==> src/rtl/subtrator_serial_8bits.sv <==
`default_nettype none
// ============================================================================
// Module   : subtrator_serial_8bits
// Brief    : Bit-serial subtractor with borrow, LSB first, start/busy/done
//            handshake. Computes S = A - B - Bin over WIDTH clock cycles.
// Revision : 1.0 - initial release
// ============================================================================
module subtrator_serial_8bits #(
    parameter int WIDTH = 8
) (
    input  logic             clk,
    input  logic             rst_n,
    input  logic             start,
    input  logic [WIDTH-1:0] A,
    input  logic [WIDTH-1:0] B,
    input  logic             Bin,
    output logic             busy,
    output logic             done,
    output logic [WIDTH-1:0] S,
    output logic             Bout,
    output logic             V,
    output logic             Z
);

    localparam int                 c_CNT_W = $clog2(WIDTH + 1);
    localparam logic [c_CNT_W-1:0] c_LAST  = c_CNT_W'(WIDTH - 1);
    localparam logic [c_CNT_W-1:0] c_ONE   = c_CNT_W'(1);

    typedef enum logic [1:0] {
        IDLE  = 2'd0,
        SHIFT = 2'd1,
        DONE  = 2'd2
    } state_t;

    state_t             r_state;
    state_t             w_state_nxt;

    logic [WIDTH-1:0]   r_a;
    logic [WIDTH-1:0]   r_b;
    logic [WIDTH-1:0]   r_res;
    logic               r_br;
    logic [c_CNT_W-1:0] r_cnt;
    logic               r_a_msb;
    logic               r_b_msb;

    logic               w_d;
    logic               w_br_nxt;
    logic [WIDTH-1:0]   w_res_nxt;
    logic               w_last;
    logic               w_accept;

    // One full-subtractor cell, reused every cycle on the operand LSBs.
    assign w_d       = r_a[0] ^ r_b[0] ^ r_br;
    assign w_br_nxt  = (~r_a[0] & r_b[0]) | (~(r_a[0] ^ r_b[0]) & r_br);
    assign w_res_nxt = {w_d, r_res[WIDTH-1:1]};
    assign w_last    = (r_cnt == c_LAST);
    assign w_accept  = (r_state == IDLE) && start;

    always_ff @(posedge clk or negedge rst_n) begin
        if (!rst_n) begin
            r_state <= IDLE;
        end else begin
            r_state <= w_state_nxt;
        end
    end

    always_comb begin
        w_state_nxt = r_state;
        busy        = 1'b0;
        done        = 1'b0;
        case (r_state)
            IDLE: begin
                if (start) begin
                    w_state_nxt = SHIFT;
                end
            end
            SHIFT: begin
                busy = 1'b1;
                if (w_last) begin
                    w_state_nxt = DONE;
                end
            end
            DONE: begin
                done        = 1'b1;
                w_state_nxt = IDLE;
            end
            default: begin
                w_state_nxt = IDLE;
            end
        endcase
    end

    always_ff @(posedge clk or negedge rst_n) begin
        if (!rst_n) begin
            r_a     <= '0;
            r_b     <= '0;
            r_res   <= '0;
            r_br    <= 1'b0;
            r_cnt   <= '0;
            r_a_msb <= 1'b0;
            r_b_msb <= 1'b0;
            S       <= '0;
            Bout    <= 1'b0;
            V       <= 1'b0;
            Z       <= 1'b0;
        end else if (w_accept) begin
            r_a     <= A;
            r_b     <= B;
            r_res   <= '0;
            r_br    <= Bin;
            r_cnt   <= '0;
            r_a_msb <= A[WIDTH-1];
            r_b_msb <= B[WIDTH-1];
        end else if (r_state == SHIFT) begin
            r_a   <= {1'b0, r_a[WIDTH-1:1]};
            r_b   <= {1'b0, r_b[WIDTH-1:1]};
            r_res <= w_res_nxt;
            r_br  <= w_br_nxt;
            r_cnt <= r_cnt + c_ONE;
            // w_d is the result MSB on the final bit, so the flags need no extra cycle.
            if (w_last) begin
                S    <= w_res_nxt;
                Bout <= w_br_nxt;
                V    <= (r_a_msb ^ r_b_msb) & (w_d ^ r_a_msb);
                Z    <= (w_res_nxt == '0);
            end
        end
    end

endmodule
`default_nettype wire
==> config.mk <==
export PLATFORM = sky130hd
export DESIGN_NAME = subtrator_serial_8bits
export DESIGN_NICKNAME = d
export VERILOG_FILES = /design/src/rtl/subtrator_serial_8bits.sv
export SDC_FILE = /design/constraint.sdc
export NUM_CORES = 1
export LEC_CHECK = 0
export CAP_MARGIN = 20
export CORE_MARGIN = 5
export CORE_UTILIZATION = 55
export CTS_BUF_LIST = sky130_fd_sc_hd__clkbuf_8
export DETAILED_ROUTE_END_ITERATION = 10
export HOLD_SLACK_MARGIN = 0.05
export PLACE_DENSITY = 0.82
export SLEW_MARGIN = 10
export SYNTH_ARGS = -nofsm -noshare
export SYNTH_HDL_FRONTEND = slang
export SYNTH_SLANG_ARGS = --single-unit
==> constraint.sdc <==
create_clock -name clk -period 1.6 [get_ports clk]
set_input_delay 0.32 -clock clk [delete_from_list [all_inputs] [get_ports clk]]
set_output_delay 0.32 -clock clk [all_outputs]
set_load 0.03 [all_outputs]
==> impl_metrics.csv <==
group,metric,value,unit
drt,wl_per_cell,16.9,µm
drt,vias,1468,
synthesis,synth_top_area_share,54.0,%
synthesis,synth_area,1990,µm²
timing,layout_min_cycle_time,1540,ps
global_route,grt_pass1_vias,1525,
cells_and_area,final_cells,259,
drt,drc,0,
synthesis,ys_warn_count,0,
clock_network,hold_buffers,0,
timing,fmax,0.649,GHz
global_route,grt-ovfl-total,0,
cells_and_area,drive_gt1_share,17.8,%
drt,final_antenna_net_count,0,
floorplanning,design.die.area,4930,µm²
timing,fin_crit_sh,96.3,%
clock_network,clock_path_buffers,2,
clock_network,numCtsBuffers,5,
worst_setup_path,critPathMaxStageDelay,500,ps
placement,dp_hpwl,3.03,mm
clock_network,clock_latency,300,ps
synthesis,synth_top_family_by_area,"compound AO/OA/AOI/OAI gates",
power_and_ir_drop,irDropWorstVdd,1.02,mV
synthesis,synthFlopType,"dfrtp_1",
worst_setup_path,cp_max_fo,2,
synthesis,yosys.area_share.simple,10.7,%
timing,report.final.hold_viol_count,0,
cells_and_area,diodes,0,
worst_setup_path,cp_slowest_cell,"fa_1",
synthesis,synth_cells,173,
synthesis,synth_fp_nets,196,
floorplanning,io_pins,33,
power_and_ir_drop,p_leak,1.12,nW
worst_setup_path,crit_chain,"inv_1 -> fa_1 -> nand2_1 -> o22ai_1 -> mux2_4",
synthesis,yosys-top-cells-area,"dfrtp_1 54%, mux2_4 5.3%, a22oi_1 4.1%, nor2b_1 4.1%, a21oi_1 4.0%",
synthesis,synthArstFlopShare,100,%
power_and_ir_drop,finalPower,4.39,mW
clock_network,cts.htree.levels,2,
cells_and_area,design_area,2470,µm²
run_status,status,"complete, no violations",
synthesis,synth_cell_types,32,
synthesis,synth-compound-area-share,19.5,%
floorplanning,die-height,70.2,µm
worst_setup_path,startpoint_type,"register",
global_route,grt_usage,19.0,%
drt,wl,4.38,mm
floorplanning,start_util,58.4,%
worst_setup_path,crit_type,"register to register",
cells_and_area,area_growth,24.1,%
power_and_ir_drop,pwr_density_cell,1780,nW/µm²
cells_and_area,final_common_cell,"dfrtp_1",
synthesis,yosys.area_share.adder,2.64,%
clock_network,cts.sinks,43,
placement,placed_cell_area,2390,µm²
worst_setup_path,cp.required,1790,ps
placement,dp_cells,251,
drt,drtIter0Drc,98,
synthesis,synth-seq-cells,43,
timing,finalMaxSlewViolations,0,
synthesis,synth_area_per_cell,11.5,µm²
worst_setup_path,crit_start,"r_a[0]",
global_route,grt_max_degree,44,
timing,worst_slew_pin_slew,536,ps
synthesis,synth_edf_count,0,
floorplanning,core-area,3420,µm²
timing,max_slew_margin,64.3,%
clock_network,cts_tree,"done",
worst_setup_path,r2r-start,"r_a[0]",
placement,portBuffers,32,
worst_setup_path,worstPathBufferInverterCount,1,
floorplanning,fp.dieW,70.2,µm
clock_network,root_buffer,"clkbuf_8",
cells_and_area,fin_nets,235,
job,cap_violations,0,
synthesis,yosysSeqAreaShare,54.0,%
drt,routed_via_density,5.67,
cells_and_area,layout_common_cells,"42 x dfrtp_1, 18 x clkdlybuf4s50_1, 16 x a21oi_1, 16 x o21ai_0, 13 x nor2b_1",
synthesis,synthMuxAreaShare,9.10,%
worst_setup_path,critPathTopFamily,"adder cells",
floorplanning,rows,21,
clock_network,clkTransAtPathRegs,80,ps
worst_setup_path,worstPathArrival,1730,ps
synthesis,yosys.area.top_type,"dfrtp_1",
synthesis,synth-xor-area-share,0,%
min_path,hold_path_class,"input port to async pin",
timing,hold_ws,88.0,ps
timing,setup_viol,0,
worst_setup_path,endpoint_kind,"register",
timing,clock_skew,8.53,ps
global_route,grt_first_pass_wirelength,7.44,mm
global_route,antenna_found_initial,0,
placement,gp_congestion,0.782,
drt,drt-pass1-iter-count,4,
==> kinds of logic after synthesis <==
group,after synthesis
adders and majority gates,3
and+or+nand+nor,35
buffers and inverters,17
DFF,43
muxes,14
AOI/OAI and AO/OA,61
==> cells in the mapped netlist, types with 5 or more instances <==
| library cell | instances |
|---|---|
| buf_2 | 6 |
| nand2_1 | 9 |
| inv_1 | 7 |
| a21oi_1 | 16 |
| a22oi_1 | 11 |
| mux2_4 | 7 |
| mux2_2 | 5 |
| o21ai_0 | 16 |
| nor2b_1 | 13 |
| dfrtp_1 | 43 |
| a22o_1 | 9 |
==> metal layers <==
| metal | routed length, µm | vias up | track usage, % |
|---|---|---|---|
| li1 | - | 701 | - |
| met1 | 1850 | 730 | 24.6 |
| met2 | 2300 | 35 | 31.2 |
| met3 | 208 | 2 | 5.31 |
| met4 | 26 | 0 | 5.32 |
| met5 | 0 | - | 0 |
==> power breakdown <==
| group | internal [mW] | switching [mW] | total [mW] |
|---|---|---|---|
| clock | 0.299 | 0.367 | 0.665 |
| sequential | 1.51 | 0.364 | 1.87 |
| combinational | 0.886 | 0.970 | 1.86 |
==> per-stage QoR <==
step	TNS [ps]	setup slack [ps]	utilization (%)
finish	0	59.4	72.4
global route	-5.18	-5.18	72.4
floorplan	0	2.12	-
detailed placement	-84.1	-46.9	70.0
global placement	-23.6	-12.6	70.0
CTS	0	5.15	72.1
==> path summary, 6_finish.rpt <==
check,endpoint,slack [ps],depth (start not counted)
worst max register to register,V,60,5
max in group asynchronous,r_cnt[0],1130,2
min in group clk,r_b[3],510,2
worst min-delay path,r_b[4],90,2
worst min register to register,r_b[3],510,2
worst max-delay path,V,60,5
==> cell type report <==
cell class              instances  area, µm²
repair buffers                 42        384
fillers                       247        942
multi-input cells             113        843
well taps                      46       57.6
clock buffers                   5       68.8
clock inverters                 3       16.3
inverters                       7       26.3
flip-flops and latches         43       1080
==> sequential cells by signal, summed over array words and instances (netlist names), 2 cells and up <==
name and flops:
r_state 2, r_cnt 4, S 8, r_a 8, r_res 7, r_b 8
==> timing repair <==
item | CTS | global route
buffers inserted | 0 | 0
setup endpoints to repair | 11 | 3
resized for setup | 11 | 4
gates cloned | 0 | 0
No activity file was read; power rests on OpenSTA's default activity.
